$ cat src/rtl/uart_tx_arbiter.sv
// ---------------------------------------------------------------------------
// uart_tx_arbiter
//
// Shares one UART transmitter datapath between two byte requesters. One byte
// is granted at a time: the winner is acknowledged with a one-cycle ready
// pulse, a coincident one-cycle tx_start launches the transmitter, and the
// arbiter then waits for tx_done. A frame watchdog recovers from a hung
// transmitter. After every frame, finished or timed out, an idle gap of
// GAP_CLOCKS cycles is enforced before the next grant.
//
// Build option:
//   UART_TX_ARB_ROUND_ROBIN_EN  defined   -> a tie goes to the requester that
//                                            was not granted last (req0 wins
//                                            the first tie after reset)
//                               undefined -> fixed priority, req0 always wins
//                                            a tie (req1 can starve)
//
// Ports:
//   i_clock        system clock, rising edge
//   i_resetL       asynchronous active-low reset
//   i_req0_valid   requester 0 holds a byte       i_req0_data  its byte
//   o_req0_ready   one-cycle ack: req0 byte consumed
//   i_req1_valid   requester 1 holds a byte       i_req1_data  its byte
//   o_req1_ready   one-cycle ack: req1 byte consumed
//   o_tx_start     one-cycle launch pulse to the transmitter
//   o_tx_data      byte presented to the transmitter, stable while waiting
//   i_tx_done      one-cycle pulse from the transmitter at end of stop bit
//   o_grant        one-hot current owner, 2'b00 when no frame is in flight
//   o_error        one-cycle pulse on watchdog expiry
// ---------------------------------------------------------------------------
module uart_tx_arbiter #(
  parameter int DATA_WIDTH            = 8,
  parameter int CLOCKS_PER_BIT        = 434,
  parameter int BITS_PER_FRAME        = 10,
  parameter int GAP_CLOCKS            = 434,
  parameter int GAP_COUNTER_WIDTH     = 10,
  parameter int TIMEOUT_COUNTER_WIDTH = 13
) (
  input  logic                  i_clock,
  input  logic                  i_resetL,
  input  logic                  i_req0_valid,
  input  logic [DATA_WIDTH-1:0] i_req0_data,
  output logic                  o_req0_ready,
  input  logic                  i_req1_valid,
  input  logic [DATA_WIDTH-1:0] i_req1_data,
  output logic                  o_req1_ready,
  output logic                  o_tx_start,
  output logic [DATA_WIDTH-1:0] o_tx_data,
  input  logic                  i_tx_done,
  output logic [1:0]            o_grant,
  output logic                  o_error
);

  // The watchdog allows one bit time of slack beyond a full frame.
  localparam logic [TIMEOUT_COUNTER_WIDTH-1:0] TIMEOUT_LAST =
    TIMEOUT_COUNTER_WIDTH'(CLOCKS_PER_BIT * (BITS_PER_FRAME + 1) - 1);
  localparam logic [GAP_COUNTER_WIDTH-1:0] GAP_LAST =
    GAP_COUNTER_WIDTH'(GAP_CLOCKS - 1);

  typedef enum logic [1:0] {
    ST_IDLE      = 2'd0,
    ST_WAIT_DONE = 2'd1,
    ST_GAP       = 2'd2
  } state_t;

  state_t                           state_q, state_d;
  logic [TIMEOUT_COUNTER_WIDTH-1:0] wdog_q, wdog_d;
  logic [GAP_COUNTER_WIDTH-1:0]     gap_q, gap_d;
  logic [DATA_WIDTH-1:0]            tx_data_d;
  logic [1:0]                       grant_d;
  logic                             req0_ready_d, req1_ready_d;
  logic                             tx_start_d, error_d;
  logic                             pick_req1;

`ifdef UART_TX_ARB_ROUND_ROBIN_EN
  // Set when req1 owned the most recent grant; reset to 1 so that req0 takes
  // the first tie.
  logic last_req1_q, last_req1_d;

  assign pick_req1 = i_req1_valid && (!i_req0_valid || !last_req1_q);
`else
  assign pick_req1 = i_req1_valid && !i_req0_valid;
`endif

  always_comb begin
    // NOTE: every signal gets a default before the case so no path leaves
    // one unassigned, which would otherwise infer a latch.
    state_d      = state_q;
    wdog_d       = wdog_q;
    gap_d        = gap_q;
    tx_data_d    = o_tx_data;
    grant_d      = o_grant;
    req0_ready_d = 1'b0;
    req1_ready_d = 1'b0;
    tx_start_d   = 1'b0;
    error_d      = 1'b0;
`ifdef UART_TX_ARB_ROUND_ROBIN_EN
    last_req1_d  = last_req1_q;
`endif

    unique case (state_q)
      ST_IDLE: begin
        if (i_req0_valid || i_req1_valid) begin
          state_d    = ST_WAIT_DONE;
          wdog_d     = '0;
          tx_start_d = 1'b1;
          if (pick_req1) begin
            tx_data_d    = i_req1_data;
            grant_d      = 2'b10;
            req1_ready_d = 1'b1;
          end else begin
            tx_data_d    = i_req0_data;
            grant_d      = 2'b01;
            req0_ready_d = 1'b1;
          end
`ifdef UART_TX_ARB_ROUND_ROBIN_EN
          last_req1_d = pick_req1;
`endif
        end
      end

      ST_WAIT_DONE: begin
        // A done arriving on the terminal count still counts as a clean
        // finish, so it is tested first.
        if (i_tx_done || (wdog_q == TIMEOUT_LAST)) begin
          state_d = ST_GAP;
          grant_d = 2'b00;
          wdog_d  = '0;
          gap_d   = '0;
          error_d = !i_tx_done;
        end else begin
          wdog_d = wdog_q + 1'b1;
        end
      end

      ST_GAP: begin
        if (gap_q == GAP_LAST) begin
          state_d = ST_IDLE;
          gap_d   = '0;
        end else begin
          gap_d = gap_q + 1'b1;
        end
      end

      default: state_d = ST_IDLE;
    endcase
  end

  // NOTE: sequential state uses non-blocking assignments so every register
  // samples the pre-edge values computed above, independent of block order.
  always_ff @(posedge i_clock or negedge i_resetL) begin
    if (!i_resetL) begin
      state_q      <= ST_IDLE;
      wdog_q       <= '0;
      gap_q        <= '0;
      o_tx_data    <= '0;
      o_grant      <= 2'b00;
      o_req0_ready <= 1'b0;
      o_req1_ready <= 1'b0;
      o_tx_start   <= 1'b0;
      o_error      <= 1'b0;
`ifdef UART_TX_ARB_ROUND_ROBIN_EN
      last_req1_q  <= 1'b1;
`endif
    end else begin
      state_q      <= state_d;
      wdog_q       <= wdog_d;
      gap_q        <= gap_d;
      o_tx_data    <= tx_data_d;
      o_grant      <= grant_d;
      o_req0_ready <= req0_ready_d;
      o_req1_ready <= req1_ready_d;
      o_tx_start   <= tx_start_d;
      o_error      <= error_d;
`ifdef UART_TX_ARB_ROUND_ROBIN_EN
      last_req1_q  <= last_req1_d;
`endif
    end
  end

endmodule

$ cat config.mk
export PLATFORM = sky130hd
export DESIGN_NAME = uart_tx_arbiter
export DESIGN_NICKNAME = d
export VERILOG_FILES = /design/src/rtl/uart_tx_arbiter.sv
export SDC_FILE = /design/constraint.sdc
export NUM_CORES = 1
export LEC_CHECK = 0
export CAP_MARGIN = 5
export CORE_UTILIZATION = 53
export CTS_BUF_LIST = sky130_fd_sc_hd__clkbuf_16
export CTS_CLUSTER_DIAMETER = 50
export CTS_CLUSTER_SIZE = 24
export DETAILED_ROUTE_END_ITERATION = 10
export PLACE_DENSITY = 0.82
export SETUP_SLACK_MARGIN = 0.5
export SKIP_LAST_GASP = 1
export SYNTH_ARGS = -nofsm -noshare
export SYNTH_HDL_FRONTEND = slang
export SYNTH_SLANG_ARGS = --single-unit
$ cat constraint.sdc
create_clock -name i_clock -period 2.3 [get_ports i_clock]
set_input_delay 0.345 -clock i_clock [delete_from_list [all_inputs] [get_ports i_clock]]
set_output_delay 0.345 -clock i_clock [all_outputs]
set_load 0.01 [all_outputs]
==> impl_results.md, run 1 <==
* Outcome: finished clean
* # port buffers at 34
* Final net count at 286
* Final hold violations at 0
* Routed Antenna Nets at 0
* Post-synth EDFFs at 0
* Critical path peak fanout at 8
* R2R Path End: gap_q[4]
* Async set-reset flop share out of synthesis at 1.00
* RR Startpoint: gap_q[1]
* Worst-Skew Late Latency at 0.28 ns
* Routed WL at 5300 um
* # diodes at 0
* Clock Skews at 0.00438 ns
* Commonest cells after routing, fill and taps aside: dfrtp_1, clkdlybuf4s50_1, a31oi_1, o21ai_0, nand2_1
* Die Span Y at 64.6 um
* Total power at 3.06 mW
* R2R depth at 6
* Pre-Repair DR Iteration Count at 5
* Final setup viols at 0
* Unrepaired setup endpoints after global routing: yes
* Die Wd at 64.6 um
* Slew @ Worst Pin at 0.850 ns
* Slew Limit Fails at 0
* Worst min path class: primary input to async pin
* Area leader, netlist: dfrtp_1
* Rows at 22
* Netlist cell types at 46
* Peak supply drop at 0.000638 V
* WP data arrival at 1.96 ns
* Compound-gate portion of the synthesized area at 0.193
* Via Count at 1888
* R2R setup slack at 0.50 ns
* Die area at 4170 um2
* Avg Inst Size Synth at 9.57 um2
* Worst setup startpoint: gap_q[1]
* Synth Net Count at 242
* Via/cell ratio at 6.09
* CTS tree: yes
* Max-cap violations at 0
* Post-synth top area share at 0.470
* Ys flop type: dfrtp_1
* CP startpoint kind: flip-flop
* Starting density of the core at 0.559
* Final RePlAce weighted congestion at 0.938
* Core Util, Final at 0.745
* Synth Instances at 217
* Multiplexer area fraction after synthesis at 0.00482
* Total gr overflow at 0
* Final setup TNS at 0 ns
* Largest net degree at the start of global routing at 40
* F_max at 555 MHz
* Gr usage total at 0.269
* # clock sinks at 39
* Area Growth Syn to Fin at 33.3%
* Largest cells by area after synthesis: dfrtp_1, a31oi_1, o21ai_0
* Final min period at 1.80 ns
* Drc violations at 0
* Tcrit/Tclk final at 0.784
* Seq/Total Area, Yosys at 0.470
* First-pass GRT wire length at 8510 um
* Synth Register Bits at 39
* Clk buf depth at 2
* CTS Buf Count at 5
* Initial antenna violation count at 0
* Combinational family with the most area after synthesis: simple AND/OR/NAND/NOR gates
* CTS HTree Levels at 2
* Worst slew margin at 0.434
* Commonest non-fill, non-tap cell in the layout: dfrtp_1
* IO Count at 35
* Layout cells sized above 1 at 0.153
* CP endpoint kind: flip-flop
* Cts hold-fix bufs at 0
* Mapped Area at 2080 um2
* Area of the core at 3720 um2
* Kind of critical path: flip-flop to flip-flop
* Post-Synth Adder-Cell Area at 0.0241
* Vias in the first global route at 1763
* CP Data Required Time at 2.46 ns
* Root Driver: clkbuf_16
* Yosys warning count at 0
* P per Cell Area at 1100 nW/um2
* Initial drt markers at 171
* Post-Synth Simple-Gate Area at 0.249
* Leakage at 1.10 nW
* WL/cell at 17.1 um
* Clk slew on worst S/H paths at 0.06 ns
* XOR/XNOR Fraction of Synth Area at 0.0211
* Post-DP HPWL at 3360 um
[stage by stage]
step | hold WS [ns] | cell area (um2) | setup WS [ns] | std cells
final | 0.167 | 2770 | 0.497 | 310
after global routing | 0.239 | 2770 | 0.429 | 310
after CTS | 0.199 | 2700 | 0.461 | 309
after detailed placement | 0.501 | 2480 | 0.372 | 298
after global placement | 0.470 | 2480 | 0.419 | 298
after floorplan | 0.0494 | 2080 | 0.506 | 217
[cell families after synthesis]
group                    count (synthesis)
AND/OR/NAND/NOR                         88
adder cells (fa/ha/maj)                  4
AO/OA/AOI/OAI                           62
multiplexers                             1
buffers and inverters                   18
flip-flops                              39
XOR/XNOR                                 5
[how the worst max path moves through the flow]
stage	to
6_report	gap_q[4]
3_3_place_gp	wdog_q[12]
4_1_cts	gap_q[6]
5_1_grt	gap_q[2]
3_5_place_dp	wdog_q[12]
2_1_floorplan	gap_q[2]
[cell type report]
type                       count  area, um2
clock buffer                   5        125
clock inverter                 3       43.8
fill                         268        948
inverter                      10       37.5
multi-input combinational    161       1110
sequential                    39        981
tap                           48       60.1
timing repair buffer          44        410
[power breakdown]
group          total [mW]  internal (mW)  switching (mW)
logic                1.14          0.571           0.572
registers            1.12          0.891           0.232
clock network       0.792          0.511           0.280
[state kept, by name, summed over array words and instances, names as in the netlist]
signal and count:
o_grant 2, o_error 1, wdog_q 13, o_req1_ready 1, o_req0_ready 1, gap_q 10
o_tx_data 8, o_tx_start 1, state_q 2
[synthesized netlist by cell type, types with 5 or more instances]
library cell and count:
a31oi_1 18, a22oi_1 7, nor2_1 11, a21oi_1 5
inv_1 10, nand2_1 15, xnor2_1 5, clkbuf_1 5
nor2b_1 9, and2_1 5, nand3_1 12, dfrtp_1 39
o21ai_0 17
[what timing repair did]
action	4_1_cts	5_1_grt
gates cloned	1	0
endpoints found under the hold margin	0	0
setup endpoints to repair	14	26
pin swaps	2	4
buffers inserted	2	1
gates resized for setup	4	15
[layer usage]
metal | wire, um | global-route usage
met5 | 0 | 0
met1 | 2310 | 0.350
met2 | 2690 | 0.446
met4 | 88 | 0.0944
met3 | 214 | 0.0493
[worst max-delay path, cell delays in order, from the launching register on]
cell,delay [ns]
dfrtp_1,0.40
inv_2,0.08
ha_4,0.11
or4b_4,0.47
o311a_4,0.37
a41oi_2,0.19
a31oi_1,0.06
No activity file was read; power rests on OpenSTA's default activity.
==> inputs of run 2 (changes only) <==
- CORE_UTILIZATION: 53 -> 47
- PLACE_DENSITY: 0.82 -> 0.77
- clock period: 2.3 -> 1.5 ns (I/O delays scaled with it)
==> impl_results.md, run 2 (synthesis results as in run 1) <==
* Outcome: complete, but fails checks
* Failing checks: negative hold slack, negative setup slack
* CTS tree: yes
* # diodes at 0 (unchanged)
* Final setup margin at -0.298 ns (-0.795 ns)
* Final min period at 1.80 ns (-0.00465 ns)
* Via Count at 2342 (+24%)
* Die Wd at 68.5 um (+6.0%)
* Cts hold-fix bufs at 0 (unchanged)
* Worst min path class: primary input to async pin
* Sequential share of power at 0.293 (-0.074)
* Routed Antenna Nets at 0 (unchanged)
* Critical path peak fanout at 8 (unchanged)
* Largest stage delay, worst path at 0.46 ns (about the same)
* Post-DP HPWL at 3790 um (+13%)
* Initial drt markers at 172 (+0.58%)
* Final RePlAce weighted congestion at 0.882 (-6.0%)
* Clk buf depth at 2 (unchanged)
* Pre-CTS setup slack at -0.339 ns (-0.711 ns)
* Fillers at 217 (-19%)
* Biggest regs: wdog_q (13), gap_q (10), o_tx_data (8)
* Clock Power Share at 0.185 (-0.074)
* CP startpoint kind: flip-flop
* Area Growth Syn to Fin at 67.5%
* Routed WL at 7850 um (+48%)
* Clk slew on worst S/H paths at 0.06 ns (about the same)
* Total power at 5.55 mW (+81%)
* Initial antenna violation count at 0 (unchanged)
* Peak supply drop at 0.00101 V (+58%)
* Commonest non-fill, non-tap cell in the layout: buf_4
* Slew @ Worst Pin at 0.509 ns (-0.341 ns)
* Slew Limit Fails at 0 (unchanged)
* F_max at 556 MHz (+0.26%)
* Root Driver: clkbuf_16
* CP Cell Sequence: inv_2 > ha_4 > or4b_4 > o311a_4 > or2b_1 > a31oi_1
* WP data arrival at 1.95 ns (about the same)
* Vias in the first global route at 2028 (+15%)
* Post-route cell area at 3480 um2 (+26%)
* Max-cap violations at 0 (unchanged)
* Die area at 4690 um2 (+12%)
* Pre-Repair DR Iteration Count at 4 (-1)
* CTS HTree Levels at 2 (unchanged)
* Commonest cells after routing, fill and taps aside: buf_4, dfrtp_1, buf_6, clkdlybuf4s50_1, a31oi_1
* Area after DPL at 2800 um2 (+13%)
* Slowest-stage cell, CP: or4b_4
* CP Data Required Time at 1.65 ns (-0.81 ns)
* Final setup viols at 25 (+25)
* WL/cell at 21.0 um (+23%)
* P per Cell Area at 1600 nW/um2 (+44%)
* Gr usage total at 0.287 (+0.0183)
* Final setup TNS at -4.32 ns (-4.32 ns)
* Drc violations at 0 (unchanged)
* Internal power at 3.43 mW (+74%)
* Kind of critical path: flip-flop to flip-flop
* Die Span Y at 68.5 um (+6.0%)
* CTS Buf Count at 5 (unchanged)
* First-pass GRT wire length at 9620 um (+13%)
* Max reg flops at 13 (unchanged)
* # port buffers at 34 (unchanged)
* Worst hold slack at -0.00355 ns (-0.171 ns)
* IO Count at 35 (unchanged)
* Area of the core at 4120 um2 (+11%)
* Worst-Skew Late Latency at 0.28 ns (about the same)
* Final net count at 349 (+22%)
* # clock sinks at 39 (unchanged)
* Sw Share at 0.382 (+0.0278)
* Rows at 23 (+4.5%)
* Combinational share of power at 0.522 (+0.148)
* Core Util, Final at 0.845 (+0.0999)
* CP endpoint kind: flip-flop
* Worst slew margin at 0.661 (+0.227)
* Layout cells sized above 1 at 0.460 (+0.307)
* Sw power at 2.12 mW (+96%)
* Starting density of the core at 0.504 (-0.0542)
* Clock Skews at 0.00621 ns (+0.00183 ns)
* Largest net degree at the start of global routing at 40 (unchanged)
* Largest Register: wdog_q
* Total gr overflow at 0 (unchanged)
* Tcrit/Tclk final at 1.20 (+0.415)
* Via/cell ratio at 6.26 (+2.8%)
* Unrepaired setup endpoints after global routing: yes
* Final hold violations at 15 (+15)
* Leakage at 1.48 nW (+34%)
run 2: cell types whose count changed in the layout (fill, tap and decap cells not counted), moves of 4 or more:
cell	previous run	this run
buf_2	1	12
buf_4	10	51
nor2_1	11	7
o21ai_2	0	4
o21ai_0	15	2
nor2_4	0	4
clkdlybuf4s50_1	33	18
buf_6	0	24
o21ai_1	3	12
run 2: path summary, 6_finish.rpt:
check | cells after the start | slack, ns | startpoint | end
worst min-delay path | 2 | -0.004 | i_resetL | wdog_q[9]
worst max register to register | 6 | -0.30 | gap_q[1] | gap_q[2]
worst max-delay path | 6 | -0.30 | gap_q[1] | gap_q[2]
worst min register to register | 1 | 0.53 | gap_q[8] | gap_q[8]
max in group asynchronous | 2 | 1.13 | i_resetL | state_q[1]
min in group i_clock | 1 | 0.53 | gap_q[8] | gap_q[8]
run 2: what timing repair did:
action | 4_1_cts | 5_1_grt
pin swaps | 13 | 13
gates resized for setup | 100 | 47
buffers inserted | 20 | 7
endpoints found under the setup margin | 53 | 53
gates cloned | 1 | 2
run 2: stage by stage:
stage          std cells  hold slack (ns)
2_1_floorplan        217          -0.0706
3_3_place_gp         337            0.305
3_5_place_dp         337            0.307
4_1_cts              365           0.0173
5_1_grt              374           0.0617
6_report             374         -0.00355
run 2: power groups by stage:
stage | Clock [mW] | Sequential (mW) | Combinational [mW]
after global routing | 1.05 | 1.66 | 3.08
after global placement | 0 | 1.59 | 2.03
after detailed placement | 0 | 1.61 | 2.08
after CTS | 0.993 | 1.59 | 2.39
after floorplan | 0 | 1.68 | 1.02
final | 1.03 | 1.62 | 2.90
run 2: metal layers:
layer	up-vias	track usage	share of wire
li1	1030	-	-
met1	1173	0.337	0.38
met2	104	0.500	0.52
met3	35	0.0550	0.056
met4	0	0.130	0.041
met5	-	0	0
run 2: layout make-up:
cell class	count	area, um2	area share
Clock inverter	2	8.76	0.00252
Clock buffer	5	125	0.0360
Inverter	10	37.5	0.0108
Timing Repair Buffer	107	922	0.265
Tap cell	50	62.6	0.0180
Sequential cell	39	977	0.281
Multi-Input combinational cell	161	1340	0.386
run 2: worst max-delay path: cells and delay by family, from the launching register on:
family,cells,cell delay (ns)
buffers and inverters,1,0.08
and+or+nand+nor,2,0.63
AOI/OAI and AO/OA,2,0.45
adders and majority gates,1,0.11
DFF,1,0.40
